### src/rtl/pipeline_sequencer_pkg.sv
// Shared definitions for the pipeline sequencer: state and command encodings,
// the HALT opcode and default sizing.
package pipeline_sequencer_pkg;

  localparam int NB_OPCODE_DEF    = 6;
  localparam int NB_REG_DEF       = 5;
  localparam int NB_CYCLE_CNT_DEF = 32;
  localparam int DRAIN_CYCLES_DEF = 3;

  // Opcode that stops fetch and drains the pipeline to DONE.
  localparam logic [5:0] HALT_OPCODE = 6'b111111;

  typedef enum logic [2:0] {
    ST_IDLE  = 3'd0,
    ST_RUN   = 3'd1,
    ST_STEP  = 3'd2,
    ST_DRAIN = 3'd3,
    ST_DONE  = 3'd4
  } state_t;

  typedef enum logic [1:0] {
    CMD_CLEAR = 2'b00,
    CMD_RUN   = 2'b01,
    CMD_STEP  = 2'b10,
    CMD_STOP  = 2'b11
  } cmd_t;

endpackage

### src/rtl/pipeline_sequencer_if.sv
// Debug command handshake: the debug side (master) offers a command code with
// a valid strobe, the sequencer (slave) reports whether it can take it.
interface pipeline_sequencer_if;
  logic       cmd_valid;
  logic [1:0] cmd;
  logic       cmd_ready;

  modport master (output cmd_valid, output cmd, input  cmd_ready);
  modport slave  (input  cmd_valid, input  cmd, output cmd_ready);
endinterface

### src/rtl/pipeline_sequencer_hazard_detect.sv
// Load-use comparator: the load in EX writes a register that the instruction
// in ID reads, so ID must wait one cycle. Register 0 never creates a hazard.
module pipeline_sequencer_hazard_detect #(
  parameter int NB_REG = 5
) (
  input  logic              ex_memread,
  input  logic [NB_REG-1:0] ex_rt,
  input  logic [NB_REG-1:0] id_rs,
  input  logic [NB_REG-1:0] id_rt,
  output logic              stall
);

  // Purely combinational so the forwarding logic can reuse it in the same cycle.
  always_comb begin
    stall = ex_memread && (ex_rt != '0) && ((ex_rt == id_rs) || (ex_rt == id_rt));
  end

endmodule

### src/rtl/pipeline_sequencer.sv
// Run/step/halt controller for the 5-stage pipeline. Turns debug commands into
// the global pipeline enable plus PC/IF-ID enables and flush/bubble controls,
// and drains the pipeline to DONE when HALT reaches ID.
module pipeline_sequencer
  import pipeline_sequencer_pkg::*;
#(
  parameter int NB_OPCODE    = NB_OPCODE_DEF,
  parameter int NB_REG       = NB_REG_DEF,
  parameter int NB_CYCLE_CNT = NB_CYCLE_CNT_DEF,
  parameter int DRAIN_CYCLES = DRAIN_CYCLES_DEF
) (
  input  logic                    i_clk,
  input  logic                    i_rst,
  pipeline_sequencer_if.slave     cmd_if,
  input  logic [NB_OPCODE-1:0]    i_id_opcode,
  input  logic [NB_REG-1:0]       i_id_rs,
  input  logic [NB_REG-1:0]       i_id_rt,
  input  logic                    i_id_jump,
  input  logic                    i_ex_memread,
  input  logic [NB_REG-1:0]       i_ex_rt,
  input  logic                    i_ex_branch_taken,
  output logic                    o_pipe_en,
  output logic                    o_pc_en,
  output logic                    o_if_id_en,
  output logic                    o_if_id_flush,
  output logic                    o_id_ex_bubble,
  output logic [2:0]              o_state,
  output logic                    o_done,
  output logic [NB_CYCLE_CNT-1:0] o_cycle_count
);

  localparam int NB_DRAIN = (DRAIN_CYCLES < 2) ? 1 : $clog2(DRAIN_CYCLES + 1);

  state_t                  state_reg;
  logic [NB_DRAIN-1:0]     drain_cnt_reg;
  logic [NB_CYCLE_CNT-1:0] cycle_cnt_reg;
  logic                    done_reg;

  logic stall;
  logic is_halt;
  logic halt_take;
  logic cmd_ready;
  logic cmd_accept;

  pipeline_sequencer_hazard_detect #(.NB_REG(NB_REG)) u_hazard_detect (
    .ex_memread (i_ex_memread),
    .ex_rt      (i_ex_rt),
    .id_rs      (i_id_rs),
    .id_rt      (i_id_rt),
    .stall      (stall)
  );

  assign is_halt    = (i_id_opcode == NB_OPCODE'(HALT_OPCODE));
  assign cmd_ready  = (state_reg == ST_IDLE) || (state_reg == ST_RUN) || (state_reg == ST_DONE);
  assign cmd_accept = cmd_if.cmd_valid && cmd_ready;

  // Per-cycle pipeline controls; a taken branch outranks HALT and stalls in ID
  // because the ID instruction is on the wrong path.
  always_comb begin
    o_pipe_en      = 1'b0;
    o_pc_en        = 1'b0;
    o_if_id_en     = 1'b0;
    o_if_id_flush  = 1'b0;
    o_id_ex_bubble = 1'b0;
    halt_take      = 1'b0;
    case (state_reg)
      ST_RUN, ST_STEP: begin
        o_pipe_en = 1'b1;
        if (i_ex_branch_taken) begin
          o_if_id_flush  = 1'b1;
          o_id_ex_bubble = 1'b1;
          o_pc_en        = 1'b1;
          o_if_id_en     = 1'b1;
        end else if (is_halt) begin
          o_id_ex_bubble = 1'b1;
          halt_take      = 1'b1;
        end else if (stall) begin
          o_id_ex_bubble = 1'b1;
        end else if (i_id_jump) begin
          o_if_id_flush = 1'b1;
          o_pc_en       = 1'b1;
          o_if_id_en    = 1'b1;
        end else begin
          o_pc_en    = 1'b1;
          o_if_id_en = 1'b1;
        end
      end
      ST_DRAIN: begin
        o_pipe_en      = 1'b1;
        o_id_ex_bubble = 1'b1;
      end
      default: ;
    endcase
  end

  // Sequencer FSM with drain countdown, done flag and saturating cycle counter.
  always_ff @(posedge i_clk or negedge i_rst) begin
    if (!i_rst) begin
      state_reg     <= ST_IDLE;
      drain_cnt_reg <= '0;
      cycle_cnt_reg <= '0;
      done_reg      <= 1'b0;
    end else begin
      if (o_pipe_en && (cycle_cnt_reg != '1)) begin
        cycle_cnt_reg <= cycle_cnt_reg + NB_CYCLE_CNT'(1);
      end
      case (state_reg)
        ST_IDLE: begin
          if (cmd_accept && (cmd_if.cmd == CMD_RUN)) begin
            state_reg <= ST_RUN;
          end else if (cmd_accept && (cmd_if.cmd == CMD_STEP)) begin
            state_reg <= ST_STEP;
          end
        end
        ST_RUN: begin
          if (halt_take) begin
            state_reg     <= ST_DRAIN;
            drain_cnt_reg <= NB_DRAIN'(DRAIN_CYCLES);
          end else if (cmd_accept && (cmd_if.cmd == CMD_STOP)) begin
            state_reg <= ST_IDLE;
          end
        end
        ST_STEP: begin
          if (halt_take) begin
            state_reg     <= ST_DRAIN;
            drain_cnt_reg <= NB_DRAIN'(DRAIN_CYCLES);
          end else begin
            state_reg <= ST_IDLE;
          end
        end
        ST_DRAIN: begin
          drain_cnt_reg <= drain_cnt_reg - NB_DRAIN'(1);
          if (drain_cnt_reg == NB_DRAIN'(1)) begin
            state_reg <= ST_DONE;
            done_reg  <= 1'b1;
          end
        end
        ST_DONE: begin
          if (cmd_accept && (cmd_if.cmd == CMD_CLEAR)) begin
            state_reg     <= ST_IDLE;
            done_reg      <= 1'b0;
            cycle_cnt_reg <= '0;
          end
        end
        default: state_reg <= ST_IDLE;
      endcase
    end
  end

  assign cmd_if.cmd_ready = cmd_ready;
  assign o_state          = state_reg;
  assign o_done           = done_reg;
  assign o_cycle_count    = cycle_cnt_reg;

endmodule
### src/flat_wrapper.sv
// flat-port wrapper written by rule: the top's interface ports become plain ports
module pipeline_sequencer_flat import pipeline_sequencer_pkg::*;
#(
  parameter int NB_OPCODE    = NB_OPCODE_DEF,
  parameter int NB_REG       = NB_REG_DEF,
  parameter int NB_CYCLE_CNT = NB_CYCLE_CNT_DEF,
  parameter int DRAIN_CYCLES = DRAIN_CYCLES_DEF
)
  (i_clk, i_rst, i_id_opcode, i_id_rs, i_id_rt, i_id_jump, i_ex_memread, i_ex_rt, i_ex_branch_taken, o_pipe_en, o_pc_en, o_if_id_en, o_if_id_flush, o_id_ex_bubble, o_state, o_done, o_cycle_count, cmd_if_cmd_valid, cmd_if_cmd, cmd_if_cmd_ready);
  pipeline_sequencer_if cmd_if_i ();
  input  logic i_clk;
  input  logic i_rst;
  input  logic [NB_OPCODE-1:0] i_id_opcode;
  input  logic [NB_REG-1:0] i_id_rs;
  input  logic [NB_REG-1:0] i_id_rt;
  input  logic i_id_jump;
  input  logic i_ex_memread;
  input  logic [NB_REG-1:0] i_ex_rt;
  input  logic i_ex_branch_taken;
  output logic o_pipe_en;
  output logic o_pc_en;
  output logic o_if_id_en;
  output logic o_if_id_flush;
  output logic o_id_ex_bubble;
  output logic [2:0] o_state;
  output logic o_done;
  output logic [NB_CYCLE_CNT-1:0] o_cycle_count;
  input wire logic [$bits(cmd_if_i.cmd_valid)-1:0] cmd_if_cmd_valid;
  input wire logic [$bits(cmd_if_i.cmd)-1:0] cmd_if_cmd;
  output wire logic [$bits(cmd_if_i.cmd_ready)-1:0] cmd_if_cmd_ready;
  assign cmd_if_i.cmd_valid = cmd_if_cmd_valid;
  assign cmd_if_i.cmd = cmd_if_cmd;
  assign cmd_if_cmd_ready = cmd_if_i.cmd_ready;
  pipeline_sequencer #(.NB_OPCODE(NB_OPCODE), .NB_REG(NB_REG), .NB_CYCLE_CNT(NB_CYCLE_CNT), .DRAIN_CYCLES(DRAIN_CYCLES)) u_core (.i_clk(i_clk), .i_rst(i_rst), .cmd_if(cmd_if_i), .i_id_opcode(i_id_opcode), .i_id_rs(i_id_rs), .i_id_rt(i_id_rt), .i_id_jump(i_id_jump), .i_ex_memread(i_ex_memread), .i_ex_rt(i_ex_rt), .i_ex_branch_taken(i_ex_branch_taken), .o_pipe_en(o_pipe_en), .o_pc_en(o_pc_en), .o_if_id_en(o_if_id_en), .o_if_id_flush(o_if_id_flush), .o_id_ex_bubble(o_id_ex_bubble), .o_state(o_state), .o_done(o_done), .o_cycle_count(o_cycle_count));
endmodule
### config.mk
export PLATFORM = sky130hd
export DESIGN_NAME = pipeline_sequencer_flat
export DESIGN_NICKNAME = d
export VERILOG_FILES = /design/src/rtl/pipeline_sequencer_pkg.sv /design/src/rtl/pipeline_sequencer_if.sv /design/src/rtl/pipeline_sequencer_hazard_detect.sv /design/src/rtl/pipeline_sequencer.sv /design/src/flat_wrapper.sv
export SDC_FILE = /design/constraint.sdc
export NUM_CORES = 1
export LEC_CHECK = 0
export ABC_AREA = 1
export CORE_UTILIZATION = 50
export DETAILED_ROUTE_END_ITERATION = 6
export PLACE_DENSITY = 0.81
export RECOVER_POWER = 25
export SYNTH_ARGS = -nofsm -noshare
export SYNTH_HDL_FRONTEND = slang
export SYNTH_SLANG_ARGS = --single-unit
export TNS_END_PERCENT = 30
### constraint.sdc
create_clock -name i_clk -period 1.9 [get_ports i_clk]
set_clock_uncertainty 0.05 [all_clocks]
set_input_delay 0.57 -clock i_clk [delete_from_list [all_inputs] [get_ports i_clk]]
set_output_delay 0.57 -clock i_clk [all_outputs]
set_load 0.01 [all_outputs]
==> results.sh, run 1 <==
export IMPL_status="complete, but fails checks"
export IMPL_violations="setup timing"
export IMPL_multi_input_area_um2=1675
export IMPL_irDropWorstVdd_v=0.0006079
export IMPL_antenna_cells=0
export IMPL_hold_viol=0
export IMPL_grt_use_total_pct=24.68
export IMPL_ff2ff_path_depth=10
export IMPL_ant_nets=0
export IMPL_syn_nets=474
export IMPL_hold_class="in -> async"
export IMPL_h_tree_depth=2
export IMPL_critical_path_class="in -> out"
export IMPL_cts_tree="yes"
export IMPL_postSynthAreaPerCell_um2=6.394
export IMPL_fmax_mhz=465.0
export IMPL_drtPass1Iterations=4
export IMPL_largest_reg_flops=32
export IMPL_io_buffers=70
export IMPL_clk_pin_slew_worst_paths_ns=0.08
export IMPL_nets=575
export IMPL_max_cap_viol_count=0
export IMPL_relSlewSlack_pct=40.45
export IMPL_fin_area_um2=3974
export IMPL_fin_hold_ws_ns=0.3252
export IMPL_final_util_pct=72.61
export IMPL_place_area_um2=3774
export IMPL_die_area_um2=5971
export IMPL_synth_top_area_share_pct=33.57
export IMPL_regToRegSetupSlack_ns=0.15
export IMPL_power_density_nw_per_um2=925.6
export IMPL_yosys_top_cells_area="dfrtp_1 34%, nand2_1 19%, nor2_1 10%"
export IMPL_start_kind="input port"
export IMPL_ys_seq_area_share_pct=33.57
export IMPL_drv_slew=0
export IMPL_timing_rr_end="u_core.o_cycle_count[17]$_DFF_PN0_"
export IMPL_finalCriticalPeriod_ns=2.150
export IMPL_dp_cells=601
export IMPL_cp_max_fo=3
export IMPL_die_y_um=77.27
export IMPL_cts_root_buf="clkbuf_8"
export IMPL_drt_vias_per_instance=4.976
export IMPL_setup_viol=6
export IMPL_crit_arrival_ns=1.53
export IMPL_seq_area_um2=955.9
export IMPL_grt_pass1_vias=2778
export IMPL_rsz0062_at_grt="yes"
export IMPL_p_leak_uw=0.002146
export IMPL_cts_max_path_buffers=2
export IMPL_worst_slack_ns=-0.2505
export IMPL_clock_sinks=38
export IMPL_die_w_um=77.27
export IMPL_hold_buffers=0
export IMPL_drive_above_1_share_pct=21.83
export IMPL_ys_types=32
export IMPL_synth_seq_cells=38
export IMPL_drt_wirelength_per_cell_um=11.92
export IMPL_end_kind="primary output"
export IMPL_core_area_um2=5473
export IMPL_clk_latency_ns=0.29
export IMPL_start_util_pct=51.76
export IMPL_place_gp_congestion=0.9174
export IMPL_yosys_area_top_type="dfrtp_1"
export IMPL_grt_antenna_before_repair=0
export IMPL_fill_cells=462
export IMPL_syn_inst=443
export IMPL_row_count=27
export IMPL_synth_warning_count=0
export IMPL_syn_area_um2=2833
export IMPL_worst_pin_slew_ns=0.8933
export IMPL_cp_data_required_time_ns=1.28
export IMPL_numCtsBuffers=5
export IMPL_area_growth_pct=40.28
export IMPL_final_cell_count_no_fill=617
export IMPL_ioPinCount=71
export IMPL_pre_cts_ws_ns=-1.092
export IMPL_period_share_pct=113.2
export IMPL_wirelength_um=7357
export IMPL_drtIter0Drc=169
export IMPL_hpwl_um=5427
export IMPL_grt_overflow=0
export IMPL_drc=0
export IMPL_grt_max_degree=25
export IMPL_r2r_start="u_core.o_cycle_count[0]$_DFF_PN0_"
export IMPL_mostFrequentLayoutCells="141 x nand2_1, 68 x nor2_1, 52 x inv_1, 34 x dfrtp_1, 27 x buf_4"
export IMPL_num_vias=3070
export IMPL_final_common_cell="nand2_1"
export IMPL_grt_pass1_wl_um=11890
==> metal layers <==
layer  vias to the layer above  wire length, um  global-route usage, %
met5                         -                0                      0
met4                         0               61                  7.547
met3                         6              408                  5.476
met2                        92             3719                  44.60
met1                      1398             3167                  28.72
li1                       1574                -                      -
==> worst max-delay path by stage <==
stage              startpoint             end  cells after the start
4_1_cts            i_ex_rt[0]  o_id_ex_bubble                     12
3_5_place_dp       i_ex_rt[4]  o_id_ex_bubble                     12
2_1_floorplan      i_id_rt[0]         o_pc_en                     10
3_3_place_gp       i_ex_rt[0]  o_id_ex_bubble                     12
6_report       i_id_opcode[4]   o_if_id_flush                      5
5_1_grt            i_id_rt[1]   o_if_id_flush                     11
==> synth_stat cells (all sizes together) <==
| master | count |
|---|---|
| nor3 | 4 |
| nand2 | 149 |
| a21oi | 22 |
| a31oi | 4 |
| inv | 66 |
| nand4 | 8 |
| or2 | 3 |
| dfrtp | 38 |
| and3 | 1 |
| o21ai | 11 |
| a21boi | 1 |
| o21bai | 4 |
| nor2 | 84 |
| xnor2 | 2 |
| ha | 2 |
| buf | 7 |
| nand3 | 27 |
| nor3b | 1 |
| xor2 | 6 |
| nand3b | 3 |
==> critical path: stages <==
cell	delay [ns]
clkdlybuf4s50_1	0.42
nand3_2	0.13
nand3_2	0.11
a21oi_2	0.15
buf_2	0.15
==> area by class of cell <==
class                      count  area share (%)
multi-input combinational    333           42.16
sequential                    38           24.06
timing repair buffer         100           22.86
inverter                      66           6.360
tap                           72           2.267
clock buffer                   7           2.173
clock inverter                 1          0.1259
==> repair_timing <==
| action | CTS | global route |
|---|---|---|
| setup endpoints to repair | 28 | 40 |
| gates resized for setup | 119 | 53 |
| pin swaps | 28 | 22 |
| setup buffers | 4 | 3 |
| cloned | 0 | 1 |
==> cells by family after synthesis <==
family	after synthesis	synth area share (%)
adders and majority gates	2	0.8833
buffers and inverters	73	10.82
xor gates and xnor gates	8	2.474
DFF	38	33.57
and+or+nand+nor	280	42.89
AOI/OAI and AO/OA	42	9.364
==> where the power goes <==
part	internal, uW	switching [uW]
Combinational	882	1010
Sequential	998	211
Clock	293	283
Total	2170	1510
==> per-stage QoR <==
stage / TNS [ns] / power [uW]
finish: -0.9438 / 3678
global route: -1.559 / 3932
CTS: -0.8022 / 3653
detailed placement: -5.096 / 3171
global placement: -4.462 / 3129
floorplan: -0.05795 / 2234
No activity file was read; power rests on OpenSTA's default activity.
==> inputs of run 2 (changes only) <==
Settings changed: ABC_AREA 1 to not set, CAP_MARGIN set to 20, CORE_UTILIZATION 50 to 48, PLACE_DENSITY 0.81 to 0.8.
==> results.sh, run 2 <==
export IMPL_final_util_pct=90.32
export IMPL_max_cap_viol_count=0
export IMPL_die_area_um2=5466
export IMPL_critPathTopFamily="buffers and inverters"
export IMPL_relSlewSlack_pct=29.41
export IMPL_grt_use_total_pct=38.67
export IMPL_clk_pin_slew_worst_paths_ns=0.08
export IMPL_start_util_pct=51.23
export IMPL_drc=0
export IMPL_die_w_um=73.93
export IMPL_grt_pass1_wl_um=15880
export IMPL_ioPinCount=71
export IMPL_pre_cts_ws_ns=-1.301
export IMPL_path_cells="dlygate4sd2_1 -> xnor2_1 -> nand3_1 -> o22ai_2 -> buf_4 -> a21oi_4 -> o21a_1 -> buf_6"
export IMPL_mostFrequentLayoutCells="81 x buf_4, 49 x dlygate4sd2_1, 38 x dfrtp_1, 27 x nand2_1, 23 x buf_6"
export IMPL_drive_above_1_share_pct=42.32
export IMPL_hpwl_um=5844
export IMPL_rsz0062_at_grt="yes"
export IMPL_drv_slew=0
export IMPL_syn_nets=314
export IMPL_antenna_cells=0
export IMPL_synth_flop_cell="dfrtp_1"
export IMPL_drtPass1Iterations=5
export IMPL_ys_seq_area_share_pct=38.29
export IMPL_hold_class="in -> async"
export IMPL_largest_reg_flops=32
export IMPL_drt_wirelength_per_cell_um=24.06
export IMPL_num_vias=3502
export IMPL_worst_pin_slew_ns=1.059
export IMPL_postSynthAreaPerCell_um2=8.776
export IMPL_start_kind="input port"
export IMPL_violations="setup timing"
export IMPL_yosys_top_cells_area="dfrtp_1 38%, a21oi_1 4.8%, nand2_1 4.5%"
export IMPL_grt_max_degree=21
export IMPL_syn_area_um2=2484
export IMPL_synth_edf_count=0
export IMPL_multi_input_area_um2=1710
export IMPL_synth_seq_cells=38
export IMPL_finalCriticalPeriod_ns=2.565
export IMPL_irDropWorstVdd_v=0.0009130
export IMPL_yosysMostFrequentCell="dfrtp_1"
export IMPL_grt_antenna_before_repair=0
export IMPL_ant_nets=0
export IMPL_cp_num_buf_inv=3
export IMPL_synth_commonest_cells="38 x dfrtp_1, 30 x nand2_1, 24 x a21oi_1, 21 x nand3_1, 14 x o21ai_0"
export IMPL_nets=479
export IMPL_wirelength_um=12410
export IMPL_worst_slack_ns=-0.6646
export IMPL_power_density_nw_per_um2=1387
export IMPL_seq_area_um2=950.9
export IMPL_end_kind="primary output"
export IMPL_fill_cells=201
export IMPL_clk_latency_ns=0.30
export IMPL_numCtsBuffers=5
export IMPL_slowest_stage="dlygate4sd2_1"
export IMPL_cp_max_fo=3
export IMPL_fin_hold_ws_ns=0.3820
export IMPL_io_buffers=70
export IMPL_synth_top_area_share_pct=38.29
export IMPL_core_area_um2=4848
export IMPL_h_tree_depth=2
export IMPL_fmax_mhz=389.9
export IMPL_area_growth_pct=76.32
export IMPL_hold_buffers=0
export IMPL_hold_viol=0
export IMPL_setup_viol=41
export IMPL_crit_arrival_ns=1.94
export IMPL_p_leak_uw=0.001914
export IMPL_cts_tree="yes"
export IMPL_clock_sinks=38
export IMPL_status="complete, but fails checks"
export IMPL_ys_types=47
export IMPL_cts_root_buf="clkbuf_8"
export IMPL_die_y_um=73.93
export IMPL_syn_inst=283
export IMPL_synthArstFlopShare_pct=100.0
export IMPL_row_count=25
export IMPL_cp_data_required_time_ns=1.28
export IMPL_drtIter0Drc=395
export IMPL_drt_vias_per_instance=6.787
export IMPL_synth_warning_count=0
export IMPL_period_share_pct=135.0
export IMPL_critical_path_class="in -> out"
export IMPL_final_common_cell="buf_4"
export IMPL_crit_path_max_incr_delay_ns=0.30
export IMPL_cts_max_path_buffers=2
export IMPL_grt_pass1_vias=3307
export IMPL_place_gp_congestion=0.8515
export IMPL_grt_overflow=0
export IMPL_yosys_area_top_type="dfrtp_1"
[run 2: cell count changes after synthesis, moves of 9 or more]
| cell | delta |
|---|---|
| o211ai_1 | +9 |
| xnor2_1 | +10 |
| a21oi_2 | -9 |
| inv_1 | -55 |
| or3_1 | +11 |
| nand2_1 | -117 |
| nor2_1 | -64 |
| a21oi_1 | +11 |
| or4_1 | +13 |
[run 2: per-stage QoR]
| stage | setup TNS [ns] | area, um^2 | std cells | power, uW |
|---|---|---|---|---|
| after detailed placement | -14.74 | 3797 | 485 | 4730 |
| after global routing | -7.793 | 4379 | 516 | 6224 |
| after global placement | -12.66 | 3797 | 485 | 4607 |
| after floorplan | -1.318 | 2487 | 283 | 2876 |
| after CTS | -2.031 | 4081 | 506 | 5337 |
| final | -6.479 | 4379 | 516 | 6076 |
[run 2: worst paths after layout]
path                                                  endpoint  cells past startpoint  slack (ns)                           startpoint
max                                              o_if_id_flush                      8       -0.66                           i_ex_rt[1]
min                         u_core.o_cycle_count[15]$_DFF_PN0_                      1        0.38                                i_rst
max reg2reg                 u_core.o_cycle_count[27]$_DFF_PN0_                      6       -0.22   u_core.o_cycle_count[20]$_DFF_PN0_
min reg2reg                u_core.drain_cnt_reg[0]$_DFFE_PN0P_                      1        0.52  u_core.drain_cnt_reg[0]$_DFFE_PN0P_
max in group asynchronous    u_core.o_cycle_count[2]$_DFF_PN0_                      2        0.30                                i_rst
min in group i_clk         u_core.drain_cnt_reg[0]$_DFFE_PN0P_                      1        0.52  u_core.drain_cnt_reg[0]$_DFFE_PN0P_
[run 2: cells by family (layout without fill, tap and decap cells)]
logic type	after synthesis	after routing	synth area share, %
XOR/XNOR	13	13	4.584
AO/OA/AOI/OAI	70	70	17.53
buffers and inverters	23	189	5.189
multiplexers	4	4	1.612
AND/OR/NAND/NOR	133	133	31.79
adder cells (fa/ha/maj)	2	2	1.007
flip-flops	38	38	38.29
[run 2: area by class of cell]
class	instances	share of cell area [%]
Multi-Input combinational cell	222	39.06
Sequential cell	38	21.71
Inverter	7	0.6000
Timing Repair Buffer	174	34.54
Tap cell	67	1.914
Clock inverter	2	0.2857
Clock buffer	6	1.886
[run 2: layer usage]
metal | track usage (%) | share of wire (%) | vias to the layer above
li1 | - | - | 1394
met1 | 44.26 | 34 | 1613
met2 | 67.17 | 46 | 363
met3 | 7.859 | 11 | 132
met4 | 22.01 | 8.4 | 0
met5 | 0 | 0 | -
[run 2: power by group]
| part | leakage (uW) | switching [uW] | total [uW] | internal [uW] |
|---|---|---|---|---|
| sequential | 0.000448 | 383 | 1540 | 1160 |
| clock | 0.0000472 | 323 | 615 | 292 |
| combinational | 0.00142 | 2190 | 3920 | 1730 |
| total | 0.00191 | 2890 | 6080 | 3180 |
[run 2: timing repair]
action | CTS | global route
gates cloned | 1 | 2
endpoints found under the hold margin | 0 | 0
pin swaps | 28 | 22
endpoints found under the setup margin | 67 | 39
resized for setup | 152 | 51
setup buffers | 12 | 9
==> inputs of run 3 (changes only) <==
Settings changed: CORE_UTILIZATION 48 to 43, PLACE_DENSITY 0.8 to 0.76.
Clock period 1.9 ns to 2.1 ns, I/O delays scaled along.
==> results.sh, run 3 (synthesized netlist as in run 2, its figures left out) <==
export IMPL_crit_arrival_ns=1.96
export IMPL_row_count=27
export IMPL_grt_antenna_before_repair=0
export IMPL_grt_use_total_pct=25.06
export IMPL_drtPass1Iterations=4
export IMPL_grt_overflow=0
export IMPL_critical_path_class="in -> out"
export IMPL_cp_max_fo=3
export IMPL_violations="setup timing"
export IMPL_antenna_cells=0
export IMPL_num_vias=2705
export IMPL_switching_share_pct=41.46
export IMPL_place_area_um2=3553
export IMPL_critPathTopFamily="simple AND/OR/NAND/NOR gates"
export IMPL_hold_viol=0
export IMPL_period_share_pct=125.6
export IMPL_rsz0062_at_grt="yes"
export IMPL_ant_nets=0
export IMPL_numCtsBuffers=5
export IMPL_drt_wirelength_per_cell_um=16.51
export IMPL_p_seq_share_pct=28.7
export IMPL_status="complete, but fails checks"
export IMPL_power_frac_comb_pct=58.0
export IMPL_hold_class="in -> async"
export IMPL_worst_slack_ns=-0.5373
export IMPL_nets=426
export IMPL_mostFrequentLayoutCells="42 x buf_4, 39 x clkdlybuf4s50_1, 36 x dfrtp_1, 30 x nand2_1, 21 x a21oi_1"
export IMPL_power_density_nw_per_um2=1268
export IMPL_cts_tree="yes"
export IMPL_wirelength_um=7711
export IMPL_fin_area_um2=3839
export IMPL_cp_data_required_time_ns=1.42
export IMPL_seq_area_um2=953.4
export IMPL_start_kind="input port"
export IMPL_die_area_um2=6084
export IMPL_grt_pass1_wl_um=12050
export IMPL_clk_latency_ns=0.29
export IMPL_total_power_uw=4869
export IMPL_cp_num_buf_inv=2
export IMPL_drive_above_1_share_pct=24.05
export IMPL_drt_vias_per_instance=5.792
export IMPL_drtIter0Drc=300
export IMPL_io_buffers=70
export IMPL_multi_input_area_um2=1515
export IMPL_fmax_mhz=379.2
export IMPL_tns_ns=-1.825
export IMPL_p_leak_uw=0.001700
export IMPL_crit_path_max_incr_delay_ns=0.53
export IMPL_h_tree_depth=2
export IMPL_drc=0
export IMPL_ff2ff_path_depth=7
export IMPL_intPower_uw=2850
export IMPL_path_cells="buf_6 -> or4_4 -> o21ai_4 -> nor2_2 -> a21oi_2 -> o21a_1 -> buf_2"
export IMPL_cts_max_path_buffers=2
export IMPL_place_gp_congestion=0.8421
export IMPL_finalCriticalPeriod_ns=2.637
export IMPL_hpwl_um=5297
export IMPL_grt_max_degree=52
export IMPL_max_cap_viol_count=0
export IMPL_setup_viol=4
export IMPL_ioPinCount=71
export IMPL_hold_buffers=0
export IMPL_start_util_pct=44.83
export IMPL_grt_pass1_vias=2613
export IMPL_final_common_cell="buf_4"
export IMPL_relSlewSlack_pct=33.52
export IMPL_die_w_um=78
export IMPL_drv_slew=0
export IMPL_clk_pin_slew_worst_paths_ns=0.08
export IMPL_pre_cts_ws_ns=-1.268
export IMPL_slowest_stage="or4_4"
export IMPL_largest_reg_flops=32
export IMPL_power_switching_uw=2019
export IMPL_core_area_um2=5540
export IMPL_irDropWorstVdd_v=0.0007395
export IMPL_worst_pin_slew_ns=0.9972
export IMPL_end_kind="primary output"
export IMPL_area_growth_pct=54.56
export IMPL_die_y_um=78
export IMPL_cp_depth=7
export IMPL_clock_sinks=38
export IMPL_cts_root_buf="clkbuf_8"
export IMPL_p_clk_share_pct=13.3
export IMPL_fill_cells=450
[run 3: cell types whose count changed in the layout (fill, tap and decap cells not counted), sizes merged, moves of 17 or more]
| cell | delta |
|---|---|
| clkdlybuf4s50 | +35 |
| buf | -58 |
| dlymetal6s2s | +17 |
| dlygate4sd2 | -45 |
[run 3: area by class of cell]
type | count | share of cell area [%]
tap | 72 | 2.347
multi-input combinational | 222 | 39.47
clock inverter | 1 | 0.7823
inverter | 7 | 0.6845
sequential | 38 | 24.84
clock buffer | 6 | 2.151
timing repair buffer | 121 | 29.73
[run 3: what timing repair did]
item | CTS | global route
endpoints found under the setup margin | 12 | 26
setup buffers | 0 | 5
gates resized for setup | 46 | 41
pin swaps | 7 | 29
[run 3: path summary, 6_finish.rpt]
check	from	endpoint	slack [ns]
setup / recovery	i_ex_rt[2]	o_if_id_flush	-0.54
hold / removal	i_rst	u_core.o_cycle_count[14]$_DFF_PN0_	0.43
setup reg to reg	u_core.o_state[2]$_DFFE_PN0P_	u_core.o_cycle_count[21]$_DFF_PN0_	0.04
hold reg to reg	u_core.drain_cnt_reg[0]$_DFFE_PN0P_	u_core.drain_cnt_reg[0]$_DFFE_PN0P_	0.44
max in group asynchronous	i_rst	u_core.drain_cnt_reg[1]$_DFFE_PN0P_	0.47
min in group i_clk	u_core.drain_cnt_reg[0]$_DFFE_PN0P_	u_core.drain_cnt_reg[0]$_DFFE_PN0P_	0.44
[run 3: worst reg2reg max path: cells and delay by family, from the launching register on]
family	cells	cell delay, ns
AO/OA/AOI/OAI	2	0.38
AND/OR/NAND/NOR	3	0.78
buffers and inverters	2	0.33
flip-flops	1	0.44
[run 3: power groups by stage]
stage	Combinational, uW	Sequential, uW	Clock [uW]
2_1_floorplan	1060	1550	0
5_1_grt	3050	1440	689
4_1_cts	2650	1370	650
3_3_place_gp	2610	1360	0
3_5_place_dp	2670	1380	0
6_report	2830	1400	646
[run 3: per-layer routing]
layer	part of all wire, %	global-route usage, %	routed length, um	vias to the layer above
met1	41	31.21	3179	1315
li1	-	-	-	1280
met4	2.2	9.074	167	0
met5	0	0	0	-
met2	52	43.27	3998	95
met3	4.7	4.471	366	15
[run 3: stage by stage]
stage	hold slack (ns)	utilization (%)	cells
floorplan	0.2844	-	283
global placement	0.4166	64.14	455
detailed placement	0.4265	64.14	455
CTS	0.2373	66.31	462
global route	0.4610	69.29	467
finish	0.4284	69.29	467
